[src/rtl/cube_calc_pkg.sv]
// Shared definitions for the cube unit and its shift-add multiplier.
// Holds the top FSM encoding, width helpers and latency constant.
package cube_calc_pkg;

  localparam int W_DEF = 8;
  localparam int PW = 3 * W_DEF;
  localparam int SQW = 2 * W_DEF;
  localparam int CUBE_LATENCY = 2 * W_DEF + 4;

  typedef enum logic [2:0] {
    ST_IDLE    = 3'd0,
    ST_SQ_ARM  = 3'd1,
    ST_SQ_WAIT = 3'd2,
    ST_CB_ARM  = 3'd3,
    ST_CB_WAIT = 3'd4
  } state_t;

  function automatic int pw_of(input int w);
    return 3 * w;
  endfunction

  function automatic int sqw_of(input int w);
    return 2 * w;
  endfunction

  function automatic int lat_of(input int w);
    return 2 * w + 4;
  endfunction

endpackage

[src/rtl/cube_calc_if.sv]
// Start/busy/done handshake bundle for cube_calc.
// master: requester (start, x_in); slave: cube unit (y_out, busy_o, done_o).
interface cube_calc_if #(
  parameter int W = 8
);
  logic             start;
  logic [W-1:0]     x_in;
  logic [3*W-1:0]   y_out;
  logic             busy_o;
  logic             done_o;

  modport master (
    output start, x_in,
    input  y_out, busy_o, done_o
  );

  modport slave (
    input  start, x_in,
    output y_out, busy_o, done_o
  );
endinterface

[src/rtl/cube_calc_shift_add_mul.sv]
// Sequential unsigned shift-add multiplier, one bit of b per cycle.
// Ports: start/a/b in, busy high BW cycles, p holds last product.
module shift_add_mul #(
  parameter int AW = 16,
  parameter int BW = 8,
  parameter int PW = 24
) (
  input  logic          clk,
  input  logic          rst,
  input  logic          start,
  input  logic [AW-1:0] a,
  input  logic [BW-1:0] b,
  output logic          busy,
  output logic [PW-1:0] p
);

  localparam int CW = (BW > 1) ? $clog2(BW) : 1;

  logic [PW-1:0] a_r;
  logic [BW-1:0] b_r;
  logic [PW-1:0] acc;
  logic [PW-1:0] acc_next;
  logic [CW-1:0] cnt;

  always_comb begin
    acc_next = acc + (b_r[0] ? a_r : '0);
  end

  always_ff @(posedge clk) begin
    if (rst) begin
      a_r  <= '0;
      b_r  <= '0;
      acc  <= '0;
      cnt  <= '0;
      busy <= 1'b0;
      p    <= '0;
    end else if (!busy) begin
      if (start) begin
        a_r  <= PW'(a);
        b_r  <= b;
        acc  <= '0;
        cnt  <= '0;
        busy <= 1'b1;
      end
    end else begin
      acc <= acc_next;
      a_r <= a_r << 1;
      b_r <= b_r >> 1;
      cnt <= cnt + 1'b1;
      if (cnt == CW'(BW - 1)) begin
        p    <= acc_next;
        busy <= 1'b0;
      end
    end
  end

endmodule

[src/rtl/cube_calc.sv]
// Sequential cube y = x^3 using one shared multiplier twice.
// Ports: clk, rst, bus (slave: start, x_in -> y_out, busy_o, done_o).
module cube_calc
  import cube_calc_pkg::*;
#(
  parameter int W = 8
) (
  input  logic         clk,
  input  logic         rst,
  cube_calc_if.slave   bus
);

  localparam int PWL  = pw_of(W);
  localparam int SQWL = sqw_of(W);

  state_t           state;
  logic [W-1:0]     x_r;
  logic [SQWL-1:0]  mul_a;
  logic [W-1:0]     mul_b;
  logic             mul_start;
  logic             mul_busy;
  logic [PWL-1:0]   mul_p;
  logic [PWL-1:0]   y_r;
  logic             busy_r;
  logic             done_r;

  assign bus.y_out  = y_r;
  assign bus.busy_o = busy_r;
  assign bus.done_o = done_r;

  shift_add_mul #(
    .AW (SQWL),
    .BW (W),
    .PW (PWL)
  ) u_mul (
    .clk   (clk),
    .rst   (rst),
    .start (mul_start),
    .a     (mul_a),
    .b     (mul_b),
    .busy  (mul_busy),
    .p     (mul_p)
  );

  // ARM states give the multiplier one edge to raise busy
  // before the WAIT states start polling it.
  always_ff @(posedge clk) begin
    if (rst) begin
      state     <= ST_IDLE;
      x_r       <= '0;
      mul_a     <= '0;
      mul_b     <= '0;
      mul_start <= 1'b0;
      y_r       <= '0;
      busy_r    <= 1'b0;
      done_r    <= 1'b0;
    end else begin
      done_r <= 1'b0;
      case (state)
        ST_IDLE: begin
          if (bus.start) begin
            x_r       <= bus.x_in;
            mul_a     <= SQWL'(bus.x_in);
            mul_b     <= bus.x_in;
            mul_start <= 1'b1;
            busy_r    <= 1'b1;
            state     <= ST_SQ_ARM;
          end
        end
        ST_SQ_ARM: begin
          mul_start <= 1'b0;
          state     <= ST_SQ_WAIT;
        end
        ST_SQ_WAIT: begin
          if (!mul_busy) begin
            mul_a     <= mul_p[SQWL-1:0];
            mul_b     <= x_r;
            mul_start <= 1'b1;
            state     <= ST_CB_ARM;
          end
        end
        ST_CB_ARM: begin
          mul_start <= 1'b0;
          state     <= ST_CB_WAIT;
        end
        ST_CB_WAIT: begin
          if (!mul_busy) begin
            y_r    <= mul_p;
            busy_r <= 1'b0;
            done_r <= 1'b1;
            state  <= ST_IDLE;
          end
        end
        default: begin
          mul_start <= 1'b0;
          busy_r    <= 1'b0;
          state     <= ST_IDLE;
        end
      endcase
    end
  end

endmodule

[src/flat_wrapper.sv]
// flat-port wrapper written by rule: the top's interface ports become plain ports
module cube_calc_flat import cube_calc_pkg::*;
#(
  parameter int W = 8
)
  (clk, rst, bus_start, bus_x_in, bus_y_out, bus_busy_o, bus_done_o);
  cube_calc_if #(.W(W)) bus_i ();
  input  logic clk;
  input  logic rst;
  input wire logic [$bits(bus_i.start)-1:0] bus_start;
  input wire logic [$bits(bus_i.x_in)-1:0] bus_x_in;
  output wire logic [$bits(bus_i.y_out)-1:0] bus_y_out;
  output wire logic [$bits(bus_i.busy_o)-1:0] bus_busy_o;
  output wire logic [$bits(bus_i.done_o)-1:0] bus_done_o;
  assign bus_i.start = bus_start;
  assign bus_i.x_in = bus_x_in;
  assign bus_y_out = bus_i.y_out;
  assign bus_busy_o = bus_i.busy_o;
  assign bus_done_o = bus_i.done_o;
  cube_calc #(.W(W)) u_core (.clk(clk), .rst(rst), .bus(bus_i));
endmodule
[config.mk]
export PLATFORM = sky130hd
export DESIGN_NAME = cube_calc_flat
export DESIGN_NICKNAME = d
export VERILOG_FILES = /design/src/rtl/cube_calc_pkg.sv /design/src/rtl/cube_calc_if.sv /design/src/rtl/cube_calc_shift_add_mul.sv /design/src/rtl/cube_calc.sv /design/src/flat_wrapper.sv
export SDC_FILE = /design/constraint.sdc
export NUM_CORES = 1
export LEC_CHECK = 0
export CAP_MARGIN = 20
export CORE_MARGIN = 1
export CORE_UTILIZATION = 35
export CTS_CLUSTER_DIAMETER = 80
export DETAILED_ROUTE_END_ITERATION = 8
export PLACE_DENSITY_LB_ADDON = 0.1
export SLEW_MARGIN = 10
export SYNTH_ARGS = -nofsm -noshare
export SYNTH_HDL_FRONTEND = slang
export SYNTH_SLANG_ARGS = --single-unit
export TNS_END_PERCENT = 100
[constraint.sdc]
create_clock -name clk -period 4.6 [get_ports clk]
set_input_delay 0.46 -clock clk [delete_from_list [all_inputs] [get_ports clk]]
set_output_delay 0.46 -clock clk [all_outputs]
set_load 0.05 [all_outputs]
## Word level (Yosys, flattened, before mapping)

Index checks and enable logic that the tools add are counted.

- $add $sub $neg: 2
- Eq/ne operators: 8
- Muxes and demuxes: 28
- Bitwise operators: 3
- Reduce and logical (&&, ||, !) cells: 13

Operators by type and width:

| operator | number |
|---|---|
| two-way mux 24 bit | 5 |
| two-way mux 16 bit | 2 |
| one-hot mux 16 bit (2 select lines) | 1 |
| adder 24 bit | 1 |
| two-way mux 8 bit | 2 |
| one-hot mux 8 bit (2 select lines) | 1 |
| two-way mux 3 bit | 5 |
| one-hot mux 3 bit (5 select lines) | 1 |
| two-way mux 7 bit | 2 |
| AND reduction 3 bit | 4 |
| two-way mux 1 bit | 7 |
| equality test 3 x 2 -> 1 bit (second input constant) | 2 |
| equality test 3 bit (second input constant) | 2 |
| != test 2 bit (second input constant) | 3 |
| one-hot mux 1 bit (3 select lines) | 2 |
| AND reduction 2 bit | 3 |
| nonzero test 2 bit | 2 |
| OR reduction 2 bit | 2 |
| adder 3 x 1 -> 3 bit (second input constant) | 1 |
| equality test 3 x 1 -> 1 bit (second input constant) | 1 |
| logical NOT 3 bit | 1 |
| inverter 1 bit | 3 |
| OR reduction 3 bit | 1 |

- Flip-flop bits (word level): 146
- Bits of input ports: 11
- Logic and storage cells: 70

## Depth between registers and ports, before layout

- Word-level depth: 4
- Depth in mapped cells: 11
- Depth with buffers taken out: 11

## Modules after synthesis

Synthesis repeated with hierarchy kept, for this count alone.

- Cell total of the unflattened synthesis: 888
- Area total of the unflattened synthesis: 7413.4 µm²

By module, submodules not included:

| module | times used | cells an instance | area each (µm²) | sequential area each (µm²) |
|---|---|---|---|---|
| shift_add_mul | 1 | 597 | 4748.3 | 1681.6 |
| cube_calc | 1 | 291 | 2665.1 | 1241.2 |

## Worst setup path after synthesis

No wires, ideal clock.

- Kind: reg-to-reg
- Start point: register u_core.u_mul.b_r[0]
- End point: register u_core.u_mul.p[20]
- Setup time: 116 ps
- Arrival: 2506 ps
- Setup slack: 1978 ps
- Stages on the path, launching flop included: 11
- Buffers on the path: 1
- Clock period less this slack: 2622 ps
- Cells stage by stage: dfxtp_1 -> clkbuf_1 -> and2_1 -> ha_1 -> a21oi_1 -> nor3_1 -> or4_1 -> a31oi_1 -> o21a_1 -> mux2_1 -> a31o_1

- Word-level cells in the longest chain between the ends: 2

Ends and longest elaborated chain:

| element | RTL line | source |
|---|---|---|
| start, declared | cube_calc_shift_add_mul.sv:20 | `logic [BW-1:0] b_r;` |
| start signal, assigned | cube_calc_shift_add_mul.sv:48 | `b_r <= b_r >> 1;` |
| two-way mux 24 bit | cube_calc_shift_add_mul.sv:26 | `acc_next = acc + (b_r[0] ? a_r : '0);` |
| adder 24 bit | cube_calc_shift_add_mul.sv:26 |  |
| end signal, assigned | cube_calc_shift_add_mul.sv:51 | `p <= acc_next;` |
| end, declared | cube_calc_shift_add_mul.sv:14 | `output logic [PW-1:0] p` |

Every way passes these cells.
A chain may end at the register's enable or synchronous reset.

## Worst setup path in the final report

Same ends and word-level chain as after synthesis.

==> flow_metrics.env <==
export IMPL_setup_ws_ns=1.27
export IMPL_finClkSkew_ns=0.0109
export IMPL_drt_pre_antenna_iters=6
export IMPL_powerDensity_mw_per_mm2=365
export IMPL_fmax_mhz=300
export IMPL_overflow=0
export IMPL_cts_root_buf="clkbuf_16"
export IMPL_port_buffers=36
export IMPL_synthesis_area_sq_mm=0.00698
export IMPL_ys_warn_count=0
export IMPL_fin_setup_tns_ns=0
export IMPL_period_share=0.724
export IMPL_die_y_um=143
export IMPL_rsz0062_at_grt="false"
export IMPL_stdcell_area_sq_mm=0.00812
export IMPL_cp_arrival_ns=3.66
export IMPL_yosysMostFrequentCell="dfxtp_1"
export IMPL_post_cts_buffers=0
export IMPL_grt_pass1_wl_um=30400
export IMPL_clock_sinks=146
export IMPL_post_dp_cell_area_sq_mm=0.00754
export IMPL_rows=51
export IMPL_ys_ff_latch=146
export IMPL_maxCapViolCount=0
export IMPL_crit_fanout=25
export IMPL_start_util=0.358
export IMPL_fin_hold_ws_ns=0.451
export IMPL_grt_usage=0.194
export IMPL_netlist_instances=880
export IMPL_period_needed_ns=3.33
export IMPL_antenna_found_initial=0
export IMPL_cp_slowest_cell="dfxtp_1"
export IMPL_fillers=2057
export IMPL_crit_family="compound AO/OA/AOI/OAI gates"
export IMPL_drc=0
export IMPL_cp_num_buf_inv=1
export IMPL_slowest_delay_ns=0.79
export IMPL_slew_headroom=0.297
export IMPL_async_flop_share=0
export IMPL_endpoint_kind="flop"
export IMPL_fin_nets=922
export IMPL_cts_tree="yes"
export IMPL_insertion_delay_ns=0.43
export IMPL_grt_max_degree=80
export IMPL_gp_congestion=0.864
export IMPL_postCtsHoldBufs=0
export IMPL_wire_per_inst_um=16.1
export IMPL_drtIter0Drc=408
export IMPL_timing_worst_setup_path_type="flop to flop"
export IMPL_yosysTopAreaCell="dfxtp_1"
export IMPL_ys_flop_type="dfxtp_1"
export IMPL_clockBufferDepth=2
export IMPL_vias_per_cell=5.18
export IMPL_cts_made_buffers=17
export IMPL_die_w_um=143
export IMPL_num_vias=6024
export IMPL_ant_nets=0
export IMPL_drive_above_1_share=0.0690
export IMPL_cp_required_ns=4.92
export IMPL_slew_violations=0
export IMPL_status="finished clean"
export IMPL_yosys_top_cells_area="dfxtp_1, a21oi_1, nand2_1"
export IMPL_first_global_vias=5707
export IMPL_core_area_sq_mm=0.0195
export IMPL_ir_drop_mv=0.238
export IMPL_syn_nets=917
export IMPL_cts_resized=0
export IMPL_layout_area_overhead_vs_synth_pct=16.2
export IMPL_hp_class="flop to flop"
export IMPL_post_place_ws_ns=1.27
export IMPL_io_pins=37
export IMPL_synth_top_area_frac=0.418
export IMPL_p_leak_nw=3.07
export IMPL_diodes=0
export IMPL_dp_hpwl_um=12700
export IMPL_start_kind="flop"
export IMPL_crit_chain="and2_1, ha_1, inv_1, fa_1, nand2b_1, a21o_1, a21oi_2, o31ai_1, o21a_1, mux2_1, a31o_1"
export IMPL_h_tree_depth=4
export IMPL_setup_viol=0
export IMPL_avgSynthCellArea_sq_um=7.94
export IMPL_hold_viol_final=0
export IMPL_synth_edf_count=0
export IMPL_cts_reportedPaths_clkPinSlew_ns=0.07
export IMPL_ys_seq_area_frac=0.418
export IMPL_synth_commonest_cells="dfxtp_1, nand2_1, a21oi_1, nor2_1, clkbuf_1"
export IMPL_yosysUniqueCellTypes=62
export IMPL_die_area_sq_mm=0.0205
export IMPL_worst_pin_slew_ns=1.05
export IMPL_wl_um=18800
-- worst paths after layout --
kind,startpoint,to,slack [ns],depth (start not counted)
min reg2reg,u_core.u_mul.p[23],u_core.bus.y_out[23],0.45,2
max,u_core.u_mul.b_r[0],u_core.u_mul.p[20],1.27,11
max reg2reg,u_core.u_mul.b_r[0],u_core.u_mul.p[20],1.27,11
min,u_core.u_mul.p[23],u_core.bus.y_out[23],0.45,2
-- registers in the layout, summed over array words and instances, names as in the netlist, 3 cells and up --
signal	flops
u_core.mul_b	8
u_core.u_mul.b_r	8
u_core.u_mul.p	24
u_core.u_mul.a_r	24
u_core.mul_a	16
u_core.u_mul.acc	24
u_core.u_mul.cnt	3
u_core.state	3
u_core.bus.y_out	24
u_core.x_r	8
-- power by group --
group	total, mW	internal, mW	leakage [nW]	switching (mW)
Clock	1.37	0.759	0.277	0.608
Sequential	1.36	1.31	1.18	0.0559
Combinational	0.238	0.0757	1.61	0.162
-- cell type report --
| type | count | area, sq um | area share |
|---|---|---|---|
| Clock inverter | 15 | 149 | 0.0183 |
| Tap cell | 265 | 332 | 0.0408 |
| Multi-Input combinational cell | 665 | 3820 | 0.471 |
| Clock buffer | 17 | 425 | 0.0524 |
| Sequential cell | 146 | 2930 | 0.360 |
| Inverter | 10 | 37.5 | 0.00462 |
| Timing Repair Buffer | 45 | 425 | 0.0524 |
-- worst reg2reg max path, cell delays in order (launching register included) --
cell and delay [ns]:
dfxtp_1 0.79, and2_1 0.24, ha_1 0.20, inv_1 0.07
fa_1 0.39, nand2b_1 0.18, a21o_1 0.20, a21oi_2 0.26
o31ai_1 0.17, o21a_1 0.25, mux2_1 0.31, a31o_1 0.18
-- cell families after synthesis --
logic type                 count (synthesis)  synth area share
adders and majority gates                 26            0.0477
xor gates and xnor gates                  17            0.0213
buffers and inverters                     69            0.0374
and+or+nand+nor                          357             0.235
AOI/OAI and AO/OA                        235             0.197
DFF                                      146             0.418
muxes                                     30            0.0432
-- metal layers --
layer,global-route usage,up-vias,part of all wire
met4,0.0840,0,0.020
met2,0.313,91,0.47
li1,-,3073,-
met1,0.254,2836,0.48
met5,0,-,0
met3,0.0315,24,0.029
-- stage by stage --
stage / util / cells / power (mW)
final: 0.416 / 1163 / 2.97
after detailed placement: 0.386 / 1131 / 1.63
after CTS: 0.416 / 1163 / 3.00
after global placement: 0.386 / 1131 / 1.63
after floorplan: - / 880 / 1.55
after global routing: 0.416 / 1163 / 3.08
-- layout by cell type (no fill, tap or decap), types with 4 or more instances in the layout --
cell type	count
and2_1	26
dfxtp_1	144
mux2i_1	29
buf_4	10
clkbuf_16	17
inv_6	5
and3_1	4
xnor2_1	8
nand2_1	143
nand3b_1	6
clkinv_4	5
nor3b_1	17
clkdlybuf4s50_1	35
ha_1	25
a211oi_1	4
a31oi_1	12
a21o_1	6
nor2_1	97
a22o_1	6
o211ai_1	4
xor2_1	9
nand3_1	20
nand2b_1	5
o21ai_0	37
inv_1	9
a21oi_1	132
nor3_1	17
Power figures use the tool's default switching activity.
